<file path="src/rtl/execute_stage.sv">
// execute_stage: EX stage of the 8-bit pipelined core.
// Selects forwarded operands, computes the ALU result and registers it together
// with the memory/writeback controls that drive Data_Mem and the WB stage.
// Build option: define EXEC_MUL_EN to compile in the iterative shift-add
// multiplier and its BUSY state. Without it, alu_op 4'hB is a bubble and
// stall is tied low.
module execute_stage #(
  parameter int DW    = 8,
  parameter int RW_W  = 5,
  parameter int MUL_N = 8
) (
  input  logic            clk,
  input  logic            reset,
  input  logic            valid_in,
  input  logic            flush_ex,
  input  logic [DW-1:0]   A_in,
  input  logic [DW-1:0]   B_in,
  input  logic [DW-1:0]   imm_in,
  input  logic            imm_sel,
  input  logic [3:0]      alu_op,
  input  logic [1:0]      fwd_a_sel,
  input  logic [1:0]      fwd_b_sel,
  input  logic [DW-1:0]   mux_ans_dm,
  input  logic [RW_W-1:0] RW_in,
  input  logic            mem_en_in,
  input  logic            mem_rw_in,
  input  logic            mem_mux_sel_in,
  output logic [DW-1:0]   ans_ex,
  output logic [DW-1:0]   B_Bypass,
  output logic [RW_W-1:0] RW_ex,
  output logic            mem_en_ex,
  output logic            mem_rw_ex,
  output logic            mem_mux_sel_ex,
  output logic            flag_z,
  output logic            flag_c,
  output logic            flag_v,
  output logic            stall
);

  localparam int SH_W = $clog2(DW);

  localparam logic [3:0] OP_ADD  = 4'h0;
  localparam logic [3:0] OP_SUB  = 4'h1;
  localparam logic [3:0] OP_AND  = 4'h2;
  localparam logic [3:0] OP_OR   = 4'h3;
  localparam logic [3:0] OP_XOR  = 4'h4;
  localparam logic [3:0] OP_NOT  = 4'h5;
  localparam logic [3:0] OP_SLL  = 4'h6;
  localparam logic [3:0] OP_SRL  = 4'h7;
  localparam logic [3:0] OP_SRA  = 4'h8;
  localparam logic [3:0] OP_PASS = 4'h9;
  localparam logic [3:0] OP_SLT  = 4'hA;
  localparam logic [3:0] OP_MUL  = 4'hB;

  logic [DW-1:0] op_a;
  logic [DW-1:0] op_b;
  logic [DW-1:0] op2;
  logic [DW-1:0] alu_res;
  logic          alu_c;
  logic          alu_v;
  logic [DW:0]   sum;
  logic          live;
  logic          is_nop;
  logic          is_mul;
  logic          load_alu;

  // Forwarding: select 11 falls back to the register-file value.
  always_comb begin
    // NOTE: every combinational output gets a default first so no path can infer a latch.
    op_a = A_in;
    op_b = B_in;
    case (fwd_a_sel)
      2'b01:   op_a = ans_ex;
      2'b10:   op_a = mux_ans_dm;
      default: op_a = A_in;
    endcase
    case (fwd_b_sel)
      2'b01:   op_b = ans_ex;
      2'b10:   op_b = mux_ans_dm;
      default: op_b = B_in;
    endcase
  end

  assign op2    = imm_sel ? imm_in : op_b;
  assign live   = valid_in && !flush_ex;
  assign is_nop = (alu_op[3:2] == 2'b11);
  assign is_mul = (alu_op == OP_MUL);

  // Single-cycle ALU; SUB carry is the no-borrow bit of A + ~op2 + 1.
  always_comb begin
    alu_res = '0;
    alu_c   = 1'b0;
    alu_v   = 1'b0;
    sum     = '0;
    case (alu_op)
      OP_ADD: begin
        sum     = {1'b0, op_a} + {1'b0, op2};
        alu_res = sum[DW-1:0];
        alu_c   = sum[DW];
        alu_v   = (op_a[DW-1] == op2[DW-1]) && (sum[DW-1] != op_a[DW-1]);
      end
      OP_SUB: begin
        sum     = {1'b0, op_a} + {1'b0, ~op2} + {{DW{1'b0}}, 1'b1};
        alu_res = sum[DW-1:0];
        alu_c   = sum[DW];
        alu_v   = (op_a[DW-1] != op2[DW-1]) && (sum[DW-1] != op_a[DW-1]);
      end
      OP_AND:  alu_res = op_a & op2;
      OP_OR:   alu_res = op_a | op2;
      OP_XOR:  alu_res = op_a ^ op2;
      OP_NOT:  alu_res = ~op_a;
      OP_SLL:  alu_res = op_a << op2[SH_W-1:0];
      OP_SRL:  alu_res = op_a >> op2[SH_W-1:0];
      OP_SRA:  alu_res = $unsigned($signed(op_a) >>> op2[SH_W-1:0]);
      OP_PASS: alu_res = op2;
      OP_SLT:  alu_res = {{(DW-1){1'b0}}, ($signed(op_a) < $signed(op2))};
      default: alu_res = '0;
    endcase
  end

`ifdef EXEC_MUL_EN
  localparam int CNT_W = (MUL_N > 1) ? $clog2(MUL_N) : 1;
  localparam logic [CNT_W-1:0] CNT_LAST = CNT_W'(MUL_N - 1);

  typedef enum logic {S_IDLE, S_BUSY} state_t;

  state_t          state;
  state_t          state_nxt;
  logic [CNT_W-1:0] cnt;
  logic [DW-1:0]   mcand;
  logic [DW-1:0]   mplier;
  logic [DW-1:0]   acc;
  logic [DW-1:0]   acc_nxt;
  logic [DW-1:0]   mul_b;
  logic [RW_W-1:0] mul_rw;
  logic            mul_en;
  logic            mul_wr;
  logic            mul_sel;
  logic            mul_start;
  logic            mul_done;

  // Only the low DW bits of the product are kept, so the accumulator is DW wide.
  assign acc_nxt  = acc + (mplier[cnt] ? (mcand << cnt) : '0);
  assign load_alu = live && !is_nop && !is_mul && (state == S_IDLE);

  // Multiplier FSM: next state, stall and start/done strobes.
  always_comb begin
    state_nxt = state;
    stall     = 1'b0;
    mul_start = 1'b0;
    mul_done  = 1'b0;
    case (state)
      S_IDLE: begin
        if (live && is_mul) begin
          stall     = 1'b1;
          mul_start = 1'b1;
          state_nxt = S_BUSY;
        end
      end
      S_BUSY: begin
        // Released one cycle early so upstream advances on the completing edge.
        stall = (cnt != CNT_LAST);
        if (flush_ex) begin
          state_nxt = S_IDLE;
        end else if (cnt == CNT_LAST) begin
          mul_done  = 1'b1;
          state_nxt = S_IDLE;
        end
      end
    endcase
  end

  // Multiplier state register.
  always_ff @(posedge clk or negedge reset) begin
    // NOTE: sequential state uses non-blocking assignments so every register samples pre-edge values.
    if (!reset) state <= S_IDLE;
    else        state <= state_nxt;
  end

  // Operand/control capture on acceptance, then one shift-add per edge.
  always_ff @(posedge clk or negedge reset) begin
    if (!reset) begin
      cnt     <= '0;
      acc     <= '0;
      mcand   <= '0;
      mplier  <= '0;
      mul_b   <= '0;
      mul_rw  <= '0;
      mul_en  <= 1'b0;
      mul_wr  <= 1'b0;
      mul_sel <= 1'b1;
    end else if (mul_start) begin
      cnt     <= '0;
      acc     <= '0;
      mcand   <= op_a;
      mplier  <= op2;
      mul_b   <= op_b;
      mul_rw  <= RW_in;
      mul_en  <= mem_en_in;
      mul_wr  <= mem_rw_in;
      mul_sel <= mem_mux_sel_in;
    end else if (state == S_BUSY) begin
      cnt <= cnt + CNT_W'(1);
      acc <= acc_nxt;
    end
  end
`else
  assign load_alu = live && !is_nop && !is_mul;
  assign stall    = 1'b0;
`endif

  // EX/MEM output register: ALU result, finished product, or a bubble.
  always_ff @(posedge clk or negedge reset) begin
    if (!reset) begin
      ans_ex         <= '0;
      B_Bypass       <= '0;
      RW_ex          <= '0;
      mem_en_ex      <= 1'b0;
      mem_rw_ex      <= 1'b0;
      mem_mux_sel_ex <= 1'b1;
      flag_z         <= 1'b0;
      flag_c         <= 1'b0;
      flag_v         <= 1'b0;
    end else if (load_alu) begin
      ans_ex         <= alu_res;
      B_Bypass       <= op_b;
      RW_ex          <= RW_in;
      mem_en_ex      <= mem_en_in;
      mem_rw_ex      <= mem_rw_in;
      mem_mux_sel_ex <= mem_mux_sel_in;
      flag_z         <= (alu_res == '0);
      flag_c         <= alu_c;
      flag_v         <= alu_v;
`ifdef EXEC_MUL_EN
    end else if (mul_done) begin
      ans_ex         <= acc_nxt;
      B_Bypass       <= mul_b;
      RW_ex          <= mul_rw;
      mem_en_ex      <= mul_en;
      mem_rw_ex      <= mul_wr;
      mem_mux_sel_ex <= mul_sel;
      flag_z         <= (acc_nxt == '0);
      flag_c         <= 1'b0;
      flag_v         <= 1'b0;
`endif
    end else begin
      // Bubble: kill writeback and memory access; result, store data and flags hold.
      RW_ex          <= '0;
      mem_en_ex      <= 1'b0;
      mem_rw_ex      <= 1'b0;
      mem_mux_sel_ex <= 1'b1;
    end
  end

endmodule

</file>
<file path="config.mk">
export PLATFORM = sky130hd
export DESIGN_NAME = execute_stage
export DESIGN_NICKNAME = d
export VERILOG_FILES = /design/src/rtl/execute_stage.sv
export SDC_FILE = /design/constraint.sdc
export NUM_CORES = 1
export LEC_CHECK = 0
export CAP_MARGIN = 10
export CORE_ASPECT_RATIO = 0.5
export CORE_MARGIN = 2
export CORE_UTILIZATION = 56
export CTS_BUF_LIST = sky130_fd_sc_hd__clkbuf_8
export DETAILED_ROUTE_END_ITERATION = 7
export GPL_TIMING_DRIVEN = 0
export PLACE_DENSITY = 0.89
export RECOVER_POWER = 100
export SKIP_CTS_REPAIR_TIMING = 1
export SYNTH_ARGS = -nofsm -noshare
export SYNTH_HDL_FRONTEND = slang
export SYNTH_SLANG_ARGS = --single-unit
</file>
<file path="constraint.sdc">
create_clock -name clk -period 10.3 [get_ports clk]
set_clock_uncertainty 0.05 [all_clocks]
set_input_delay 3.09 -clock clk [delete_from_list [all_inputs] [get_ports clk]]
set_output_delay 3.09 -clock clk [all_outputs]
set_load 0.01 [all_outputs]
</file>
==> results.json <==
{
  "wl_per_cell_um": 18.3,
  "setup_tns_ns": 0,
  "gp_congestion": 1.01,
  "postRouteAntennaNets": 0,
  "cp_slowest_cell": "o21ai_0",
  "die_y_um": 59.2,
  "floorplan.rows": 20,
  "crit_top_cell": "inv_1",
  "setup_viol": 0,
  "yosys_warnings": 0,
  "p_sw_w": 0.000222,
  "cts_tree": "built",
  "syn_inst": 445,
  "cap_violations": 0,
  "async_flop_share_pct": 100,
  "post-route-util_pct": 72.3,
  "layout-drive-gt1-share_pct": 6.99,
  "crit_family": "compound AO/OA/AOI/OAI gates",
  "crit_path_start_kind": "input pin",
  "io_pins": 81,
  "diodes": 0,
  "hold_path_class": "reg -> reg",
  "cts.sinks": 27,
  "synthesis.area_um2": 3410,
  "crit_arrival_ns": 8.03,
  "cts.reportedPaths.clkPinSlew_ns": 0.10,
  "grt_pass1_wl_mm": 17.5,
  "drc": 0,
  "overflow": 0,
  "antenna_found_initial": 0,
  "clock_path_buffers": 2,
  "final_nets": 614,
  "die_area_um2": 6760,
  "first_global_vias": 3530,
  "synth_top_flop_cell": "dfrtp_1",
  "swShare_pct": 44.3,
  "comb_power_share_pct": 60.3,
  "critPathMaxFanout": 10,
  "drtIter0Drc": 507,
  "synth-edff-count": 0,
  "grt_max_degree": 28,
  "slew_viol_final": 0,
  "final_cell_mix": "nand2_1, clkdlybuf4s50_1, o21ai_0",
  "required_ns": 10.41,
  "report.final.hold_viol_count": 0,
  "worst-path-buf-inv": 5,
  "power_frac_clock_pct": 12.3,
  "leakagePower_nw": 1.82,
  "postRouteWirelength_mm": 11.1,
  "seqPwrFrac_pct": 27.4,
  "cts_made_buffers": 3,
  "layout_commonest_cell": "nand2_1",
  "critPathMaxStageDelay_ns": 0.77,
  "syn_nets": 529,
  "syn_avg_cell_area_um2": 7.66,
  "seq_area_frac_synth_pct": 19.9,
  "dieWidth_um": 114,
  "area_growth_pct": 26.8,
  "end_kind": "flip-flop",
  "cellInternalPower_w": 0.000278,
  "drt_pass1_iterations": 5,
  "rsz0062_at_grt": "no",
  "initial_core_util_pct": 57.0,
  "period_share_pct": 76.9,
  "ys_seq_elements": 27,
  "worstMarginPinSlew_ns": 0.959,
  "max_freq_ghz": 0.126,
  "yosysUniqueCellTypes": 70,
  "relSlewSlack_pct": 36.1,
  "powerDensity_nw_per_um2": 116,
  "viasPerCell": 6.44,
  "worstSetupPathType": "in -> reg",
  "coreArea_um2": 5980,
  "crit_chain": "dlygate4sd3_1, inv_1, ha_1, clkbuf_1, inv_1, o21ai_0, inv_1, ha_1, fa_1, nor2b_1, o21ai_0, a21oi_1, mux2i_1, o22ai_1, a211oi_1, nand4_1, o41ai_1",
  "clock_latency_ns": 0.27,
  "cts-root-buf": "clkbuf_8",
  "htree_levels": 1,
  "place_hpwl_mm": 8.90,
  "ir_worst_vdd_v": 0.0000487,
  "num_vias": 3905,
  "finalCriticalPeriod_ns": 7.92,
  "grt_use_total_pct": 32.7,
  "port_buffers": 77,
  "outcome": "finished, final reports clean"
}
[layout make-up]
| type | instances | area [µm²] |
|---|---|---|
| plain buffers | 31 | 164 |
| clock buffers | 3 | 41.3 |
| multi-input cells | 354 | 2420 |
| fillers | 467 | 1660 |
| inverters | 33 | 130 |
| repair buffers | 80 | 785 |
| flip-flops and latches | 27 | 677 |
| well taps | 77 | 96.3 |
| clock inverters | 1 | 7.51 |
[registers in the layout, indices dropped and copies added, names as in the netlist]
register	count
B_Bypass	8
RW_ex	5
ans_ex	8
flag_c	1
flag_v	1
flag_z	1
mem_en_ex	1
mem_mux_sel_ex	1
mem_rw_ex	1
[cell usage after synthesis, types with 5 or more instances]
cell type,count,area share (%)
o21a_1,7,1.5
clkbuf_1,12,1.3
nand3_1,14,2.1
a221oi_1,7,1.8
o21ai_0,39,5.7
o211ai_1,5,1.1
inv_1,26,2.9
a21oi_1,16,2.3
a211oi_1,8,1.8
ha_1,29,11
nand2_1,48,5.3
nand2b_1,6,1.1
a31oi_1,7,1.3
a221o_1,14,4.1
nor2b_1,17,3.1
dfrtp_1,26,19
and2_1,10,1.8
mux2i_1,8,2.3
nor2_1,33,3.6
buf_2,10,1.5
[metal layers]
| metal | track usage [%] | routed length (µm) | vias up |
|---|---|---|---|
| li1 | - | - | 1811 |
| met2 | 53.5 | 4750 | 274 |
| met3 | 4.29 | 1220 | 30 |
| met5 | 0 | 0 | - |
| met1 | 46.1 | 4930 | 1790 |
| met4 | 9.41 | 224 | 0 |
[worst reg2reg max path, delay by kind of cell (launching register included)]
kind	cells	cell delay, ns
DFF	1	0.42
AOI/OAI and AO/OA	6	1.73
buffers and inverters	3	0.60
and+or+nand+nor	3	0.92
adders and majority gates	1	0.30
[kinds of logic (layout without fill, tap and decap cells)]
kind of cell    count (synthesis)  count (layout)  synth area share (%)
compound gates                158             158                  34.0
simple gates                  150             150                  21.5
buf+inv                        64             148                  8.70
fa+ha+maj                      31              31                  11.8
flops                          27              27                  19.9
mux                            10              10                  3.01
xor+xnor                        4               4                  1.03
other cells                     1               1                 0.110
[final timing paths]
| check | from | endpoint | slack (ns) | cells past startpoint |
|---|---|---|---|---|
| setup / recovery | fwd_a_sel[0] | flag_z$_DFFE_PN0P_ | 2.38 | 17 |
| hold / removal | B_Bypass[1]$_DFFE_PN0P_ | B_Bypass[1]$_DFFE_PN0P_ | 0.43 | 2 |
| setup reg to reg | ans_ex[1]$_DFFE_PN0P_ | flag_z$_DFFE_PN0P_ | 6.18 | 13 |
| hold reg to reg | B_Bypass[1]$_DFFE_PN0P_ | B_Bypass[1]$_DFFE_PN0P_ | 0.43 | 2 |
| max in group asynchronous | reset | ans_ex[4]$_DFFE_PN0P_ | 5.86 | 2 |
| min in group asynchronous | reset | RW_ex[2]$_DFF_PN0_ | 3.13 | 1 |
[metrics by stage]
step                power, W  hold slack [ns]  area [µm²]  std cells  worst slack [ns]
floorplan           0.000328            0.466        3410        445              3.89
global placement    0.000434            0.415        4280        599              2.69
detailed placement  0.000440            0.418        4290        601              2.60
CTS                 0.000502            0.439        4330        605              2.90
global route        0.000533            0.454        4320        606              1.93
finish              0.000500            0.427        4320        606              2.38
[power by group through the flow]
stage	registers, W	logic [W]	clock network, W
6_report	0.000137	0.000301	0.0000614
5_1_grt	0.000139	0.000328	0.0000661
4_1_cts	0.000137	0.000303	0.0000614
3_5_place_dp	0.000139	0.000301	0
3_3_place_gp	0.000139	0.000295	0
2_1_floorplan	0.000145	0.000182	0
Note: power is estimated with default switching activity, not from simulation.
